[src/rtl/fp_exception_unit_pkg.sv]
// fp_exception_unit_pkg: shared op/exception codes, operand class record and decode helpers
package fp_exception_unit_pkg;

    typedef enum logic [1:0] {
        OP_ADD = 2'b00,
        OP_SUB = 2'b01,
        OP_MUL = 2'b10,
        OP_DIV = 2'b11
    } fp_op_e;

    typedef enum logic [2:0] {
        EXC_NO       = 3'b000,
        EXC_QNAN     = 3'b001,
        EXC_SNAN     = 3'b010,
        EXC_INF      = 3'b011,
        EXC_ZERO_DIV = 3'b100
    } exce_e;

    localparam int STK_QNAN = 0;
    localparam int STK_SNAN = 1;
    localparam int STK_INF  = 2;
    localparam int STK_DIV0 = 3;

    typedef struct packed {
        logic nan;
        logic qnan;
        logic inf;
        logic zero;
        logic sign;
    } fp_class_t;

    function automatic exce_e decode_exce(fp_op_e op, fp_class_t a, fp_class_t b);
        logic snan, qnan, both_inf, inv;
        snan     = (a.nan && !a.qnan) || (b.nan && !b.qnan);
        qnan     = a.qnan || b.qnan;
        both_inf = a.inf && b.inf;
        inv      = op == OP_ADD ? both_inf && (a.sign != b.sign) :
                   op == OP_SUB ? both_inf && (a.sign == b.sign) :
                   op == OP_MUL ? (a.zero && b.inf) || (a.inf && b.zero) :
                   both_inf;
        return snan ? EXC_SNAN :
               qnan ? EXC_QNAN :
               inv  ? EXC_INF  :
               (op == OP_DIV && b.zero) ? EXC_ZERO_DIV : EXC_NO;
    endfunction

    function automatic logic [3:0] sticky_bit(exce_e e);
        return e == EXC_QNAN     ? 4'b1 << STK_QNAN :
               e == EXC_SNAN     ? 4'b1 << STK_SNAN :
               e == EXC_INF      ? 4'b1 << STK_INF  :
               e == EXC_ZERO_DIV ? 4'b1 << STK_DIV0 : 4'b0;
    endfunction

endpackage

[src/rtl/fp_exception_unit_if.sv]
// fp_exception_unit_if: request/result stream and sticky status bundle
interface fp_exception_unit_if
    import fp_exception_unit_pkg::*;
#(
    parameter int EXP_W = 4,
    parameter int MAN_W = 3,
    parameter int CNT_W = 8
);
    localparam int W = 1 + EXP_W + MAN_W;
    logic             in_valid;
    logic             in_ready;
    logic [1:0]       fp_operation;
    logic [W-1:0]     op_a;
    logic [W-1:0]     op_b;
    logic             out_valid;
    logic             out_ready;
    logic             op_is_exception;
    exce_e            fp_exce;
    logic             sticky_clr;
    logic [3:0]       sticky_flags;
    logic [CNT_W-1:0] exce_count;

    modport master (
        output in_valid, fp_operation, op_a, op_b, out_ready, sticky_clr,
        input  in_ready, out_valid, op_is_exception, fp_exce, sticky_flags, exce_count
    );
    modport slave (
        input  in_valid, fp_operation, op_a, op_b, out_ready, sticky_clr,
        output in_ready, out_valid, op_is_exception, fp_exce, sticky_flags, exce_count
    );
endinterface

[src/rtl/fp_exception_unit_classify.sv]
// fp_classify: IEEE-style class bits of one {sign, exp, man} operand
module fp_classify #(
    parameter int EXP_W = 4,
    parameter int MAN_W = 3
) (
    input  logic [EXP_W+MAN_W:0] op,
    output logic                 is_nan,
    output logic                 is_qnan,
    output logic                 is_inf,
    output logic                 is_zero,
    output logic                 sign
);
    logic exp_ones, man_zero;
    assign exp_ones = &op[MAN_W +: EXP_W];
    assign man_zero = ~|op[MAN_W-1:0];
    assign is_nan   = exp_ones && !man_zero;
    assign is_qnan  = is_nan && op[MAN_W-1];
    assign is_inf   = exp_ones && man_zero;
    // denormals have a nonzero mantissa, so they never count as zero
    assign is_zero  = ~|op[EXP_W+MAN_W-1:0];
    assign sign     = op[EXP_W+MAN_W];
endmodule

[src/rtl/fp_exception_unit.sv]
// fp_exception_unit: two-stage elastic exception classifier with sticky flags and saturating counter
module fp_exception_unit
    import fp_exception_unit_pkg::*;
#(
    parameter int EXP_W = 4,
    parameter int MAN_W = 3,
    parameter int CNT_W = 8
) (
    input logic                clk,
    input logic                rst_n,
    fp_exception_unit_if.slave bus
);
    fp_class_t        cls_a, cls_b, s1_a, s1_b;
    fp_op_e           s1_op;
    logic             s1_valid, s2_valid, s1_load, s2_load, fire;
    exce_e            s2_exce;
    logic [3:0]       flags, flags_n;
    logic [CNT_W-1:0] count, count_base, count_n;

    fp_classify #(.EXP_W(EXP_W), .MAN_W(MAN_W)) u_cls_a (
        .op(bus.op_a), .is_nan(cls_a.nan), .is_qnan(cls_a.qnan),
        .is_inf(cls_a.inf), .is_zero(cls_a.zero), .sign(cls_a.sign)
    );
    fp_classify #(.EXP_W(EXP_W), .MAN_W(MAN_W)) u_cls_b (
        .op(bus.op_b), .is_nan(cls_b.nan), .is_qnan(cls_b.qnan),
        .is_inf(cls_b.inf), .is_zero(cls_b.zero), .sign(cls_b.sign)
    );

    assign s2_load = !s2_valid || bus.out_ready;
    assign s1_load = !s1_valid || s2_load;

    // a clear in the same cycle as a recorded exception is applied first
    always_comb begin
        fire       = s2_valid && bus.out_ready && (s2_exce != EXC_NO);
        count_base = bus.sticky_clr ? '0 : count;
        flags_n    = (bus.sticky_clr ? 4'b0 : flags) | (fire ? sticky_bit(s2_exce) : 4'b0);
        count_n    = (fire && !(&count_base)) ? count_base + 1'b1 : count_base;
    end

    always_ff @(posedge clk or negedge rst_n) begin
        if (!rst_n) begin
            s1_valid <= 1'b0;
            s1_op    <= OP_ADD;
            s1_a     <= '0;
            s1_b     <= '0;
            s2_valid <= 1'b0;
            s2_exce  <= EXC_NO;
            flags    <= '0;
            count    <= '0;
        end else begin
            if (s1_load) begin
                s1_valid <= bus.in_valid;
                s1_op    <= fp_op_e'(bus.fp_operation);
                s1_a     <= cls_a;
                s1_b     <= cls_b;
            end
            if (s2_load) begin
                s2_valid <= s1_valid;
                s2_exce  <= s1_valid ? decode_exce(s1_op, s1_a, s1_b) : EXC_NO;
            end
            flags <= flags_n;
            count <= count_n;
        end
    end

    assign bus.in_ready        = s1_load;
    assign bus.out_valid       = s2_valid;
    assign bus.fp_exce         = s2_exce;
    assign bus.op_is_exception = s2_exce != EXC_NO;
    assign bus.sticky_flags    = flags;
    assign bus.exce_count      = count;
endmodule

[src/flat_wrapper.sv]
// flat-port wrapper written by rule: the top's interface ports become plain ports
module fp_exception_unit_flat import fp_exception_unit_pkg::*;
#(
    parameter int EXP_W = 4,
    parameter int MAN_W = 3,
    parameter int CNT_W = 8
)
  (clk, rst_n, bus_in_valid, bus_fp_operation, bus_op_a, bus_op_b, bus_out_ready, bus_sticky_clr, bus_in_ready, bus_out_valid, bus_op_is_exception, bus_fp_exce, bus_sticky_flags, bus_exce_count);
  fp_exception_unit_if #(.EXP_W(EXP_W), .MAN_W(MAN_W), .CNT_W(CNT_W)) bus_i ();
  input logic clk;
  input logic rst_n;
  input wire logic [$bits(bus_i.in_valid)-1:0] bus_in_valid;
  input wire logic [$bits(bus_i.fp_operation)-1:0] bus_fp_operation;
  input wire logic [$bits(bus_i.op_a)-1:0] bus_op_a;
  input wire logic [$bits(bus_i.op_b)-1:0] bus_op_b;
  input wire logic [$bits(bus_i.out_ready)-1:0] bus_out_ready;
  input wire logic [$bits(bus_i.sticky_clr)-1:0] bus_sticky_clr;
  output wire logic [$bits(bus_i.in_ready)-1:0] bus_in_ready;
  output wire logic [$bits(bus_i.out_valid)-1:0] bus_out_valid;
  output wire logic [$bits(bus_i.op_is_exception)-1:0] bus_op_is_exception;
  output wire logic [$bits(bus_i.fp_exce)-1:0] bus_fp_exce;
  output wire logic [$bits(bus_i.sticky_flags)-1:0] bus_sticky_flags;
  output wire logic [$bits(bus_i.exce_count)-1:0] bus_exce_count;
  assign bus_i.in_valid = bus_in_valid;
  assign bus_i.fp_operation = bus_fp_operation;
  assign bus_i.op_a = bus_op_a;
  assign bus_i.op_b = bus_op_b;
  assign bus_i.out_ready = bus_out_ready;
  assign bus_i.sticky_clr = bus_sticky_clr;
  assign bus_in_ready = bus_i.in_ready;
  assign bus_out_valid = bus_i.out_valid;
  assign bus_op_is_exception = bus_i.op_is_exception;
  assign bus_fp_exce = bus_i.fp_exce;
  assign bus_sticky_flags = bus_i.sticky_flags;
  assign bus_exce_count = bus_i.exce_count;
  fp_exception_unit #(.EXP_W(EXP_W), .MAN_W(MAN_W), .CNT_W(CNT_W)) u_core (.clk(clk), .rst_n(rst_n), .bus(bus_i));
endmodule
[config.mk]
export PLATFORM = sky130hd
export DESIGN_NAME = fp_exception_unit_flat
export DESIGN_NICKNAME = d
export VERILOG_FILES = /design/src/rtl/fp_exception_unit_pkg.sv /design/src/rtl/fp_exception_unit_if.sv /design/src/rtl/fp_exception_unit_classify.sv /design/src/rtl/fp_exception_unit.sv /design/src/flat_wrapper.sv
export SDC_FILE = /design/constraint.sdc
export NUM_CORES = 1
export LEC_CHECK = 0
export BUFFER_PORTS_ARGS = -buffer_cell sky130_fd_sc_hd__buf_2
export CAP_MARGIN = 25
export CORE_MARGIN = 10
export CORE_UTILIZATION = 55
export CTS_BUF_LIST = sky130_fd_sc_hd__clkbuf_16
export CTS_CLUSTER_SIZE = 12
export DETAILED_ROUTE_END_ITERATION = 8
export PLACE_DENSITY_LB_ADDON = 0.25
export SETUP_SLACK_MARGIN = 0.1
export SYNTH_ARGS = -nofsm -noshare
export SYNTH_HDL_FRONTEND = slang
export SYNTH_SLANG_ARGS = --single-unit
[constraint.sdc]
create_clock -name clk -period 5.5 [get_ports clk]
set_clock_uncertainty 0.2 [all_clocks]
set_input_delay 1.1 -clock clk [delete_from_list [all_inputs] [get_ports clk]]
set_output_delay 1.1 -clock clk [all_outputs]
set_load 0.005 [all_outputs]
==> results_dict.tcl <==
set metrics [dict create \
    total_leakage_power_nw 0.922 \
    wl_um 3200 \
    critPathLaunchType "input port" \
    cts-root-buf "clkbuf_16" \
    drive_gt1_share_pct 28.8 \
    relSlewSlack_pct 57.6 \
    cts_num_sinks 29 \
    nets 214 \
    drc 0 \
    reg2reg_depth 6 \
    firstDrtPassIters 4 \
    max_stage_delay_ns 0.54 \
    postCtsSetupBuffers 0 \
    worstMarginPinSlew_ns 0.636 \
    clock_tree.buffer_depth 2 \
    ctsResizeCount 0 \
    yosysTopAreaCell "dfrtp_1" \
    synth_area_leaders "dfrtp_1 50%, nand2_1 6.9%, a22o_1 3.0%" \
    rsz0062_at_grt "false" \
    fin_cells 221 \
    grt_overflow_total 0 \
    fillers 187 \
    grt_pass1_wl_um 5650 \
    crit_slowest_cell "and2_1" \
    power_mw 0.516 \
    cts-htree-levels 2 \
    path_common_cell "buf_2" \
    fmax_mhz 248 \
    fin_setup_tns_ns 0 \
    setup_viol 0 \
    synth_area_sq_um 1460 \
    yosysMostFrequentCell "dfrtp_1" \
    async_reset_ff_share_pct 100 \
    row_count 18 \
    synth-seq-cells 29 \
    grt_max_degree 30 \
    grt_util_all_layers_pct 13.5 \
    dp_cells 213 \
    ys_types 43 \
    synth_area_per_cell_sq_um 9.93 \
    finalMaxSlewViolations 0 \
    yosysWarnings 0 \
    cts_tree "done" \
    hold_viol_final 0 \
    status "finished, final reports clean" \
    required_ns 4.20 \
    crit_family "simple AND/OR/NAND/NOR gates" \
    path_clk_slew_ns 0.05 \
    syn_nets 171 \
    min_period_over_period_pct 73.4 \
    vdd_ir_drop_max_mv 0.236 \
    post-route-min-period_ns 4.04 \
    critPathCaptureType "output port" \
    num_vias 1218 \
    coreArea_sq_um 2500 \
    hold_buffers 0 \
    critPathMaxFanout 17 \
    final-seq-area_sq_um 726 \
    max_cap_viol_count 0 \
    synthCells 147 \
    area_delta_synth_final_pct 24.4 \
    viasPerCell 5.51 \
    hold_depth 2 \
    synth_flop_cell "dfrtp_1" \
    die_area_sq_um 5120 \
    die_w_um 71.5 \
    ios 41 \
    cp.depth 5 \
    start_util_pct 58.4 \
    drtAntennaViolNets 0 \
    synth_seq_area_share_pct 49.7 \
    synth_edf_count 0 \
    synth_top_area_share_pct 49.7 \
    port_buffers 40 \
    multi_input_area_sq_um 691 \
    die_height_um 71.5 \
    crit_arrival_ns 2.74 \
    grt_pass1_vias 1291 \
    antenna_found_initial 0 \
    globalplace.congestion 0.829 \
    insertion_delay_ns 0.27 \
    path_class "in -> out" \
    numCtsBuffers 5 \
    cp_cell_sequence "buf_2 -> nor2b_1 -> and2_1 -> clkinv_1 -> buf_2" \
    worst-path-buf-inv 3 \
    hpwl_um 2440 \
    wire_per_inst_um 14.5 \
    drtIter0Drc 72 \
    hold_path_class "reg -> reg" \
    diodes 0 \
    power.density_nw_per_um2 284 \
    yosys-top-cells-count "29 x dfrtp_1, 27 x nand2_1, 8 x nor2_1" \
]
==> worst min-delay path, cell delays in order, from the launching register on <==
cell	delay (ns)
dfrtp_1	0.34
nand2_1	0.05
nand2_1	0.05
==> cells by family after synthesis <==
| group | share of synthesized area, % |
|---|---|
| buffers and inverters | 3.00 |
| DFF | 49.7 |
| xor gates and xnor gates | 1.80 |
| adders and majority gates | 0.857 |
| AOI/OAI and AO/OA | 14.6 |
| and+or+nand+nor | 27.1 |
| muxes | 3.00 |
==> state kept, by name, summed over array words and instances (netlist names) <==
signal / count
u_core.bus.fp_exce: 3
u_core.s1_a: 5
u_core.s1_valid: 1
u_core.bus.sticky_flags: 4
u_core.s1_b: 5
u_core.bus.out_valid: 1
u_core.s1_op: 2
u_core.bus.exce_count: 8
==> layout make-up <==
class                      instances  area share, %
tap                               30           2.07
clock inverter                     3          0.620
timing repair buffer              40           11.0
clock buffer                       5           6.89
sequential                        29           39.9
multi-input combinational        107           38.0
inverter                           7           1.45
==> worst paths after layout <==
check,slack (ns),start,endpoint
max in group asynchronous,4.04,rst_n,u_core.bus.exce_count[0]$_DFF_PN0_
setup reg to reg,3.22,u_core.bus.exce_count[0]$_DFF_PN0_,u_core.bus.exce_count[5]$_DFF_PN0_
hold / removal,0.27,u_core.s1_a[1]$_DFFE_PN0P_,u_core.s1_a[1]$_DFFE_PN0P_
min in group asynchronous,0.65,rst_n,u_core.bus.fp_exce[2]$_DFFE_PN0P_
setup / recovery,1.46,bus_out_ready,bus_in_ready
hold reg to reg,0.27,u_core.s1_a[1]$_DFFE_PN0P_,u_core.s1_a[1]$_DFFE_PN0P_
==> routing by layer <==
| layer | GRT usage (%) | share of wire (%) |
|---|---|---|
| met1 | 15.0 | 44 |
| met2 | 21.9 | 47 |
| met3 | 6.47 | 7.5 |
| met4 | 5.16 | 1.5 |
| met5 | 0 | 0 |
==> power breakdown <==
group | switching (mW) | internal (mW)
Sequential | 0.00718 | 0.221
Clock | 0.0807 | 0.161
Combinational | 0.0251 | 0.0205
==> through the flow <==
step	setup WS (ns)	util (%)	area, sq um	hold WS [ns]
2_1_floorplan	2.33	-	1460	0.235
3_3_place_gp	1.56	67.2	1680	0.259
3_5_place_dp	1.47	67.2	1680	0.260
4_1_cts	1.47	72.7	1820	0.271
5_1_grt	1.27	72.7	1820	0.297
6_report	1.46	72.7	1820	0.271
==> layout by cell type (no fill, tap or decap), types with 2 or more instances in the layout <==
master      n
a21oi_1     3
buf_2      40
o22ai_1     2
inv_1       9
nand3_1     5
nor2b_1     7
nand2_1    27
nor2_1      8
nor3_1      4
or4_1       2
nand2b_1    3
a22o_1      5
nand4_1     3
xnor2_1     3
mux2_2      2
o21ai_0     5
clkbuf_16   5
o31ai_1     4
nor4_1      2
dfrtp_1    29
Note: power is estimated with default switching activity, not from simulation.
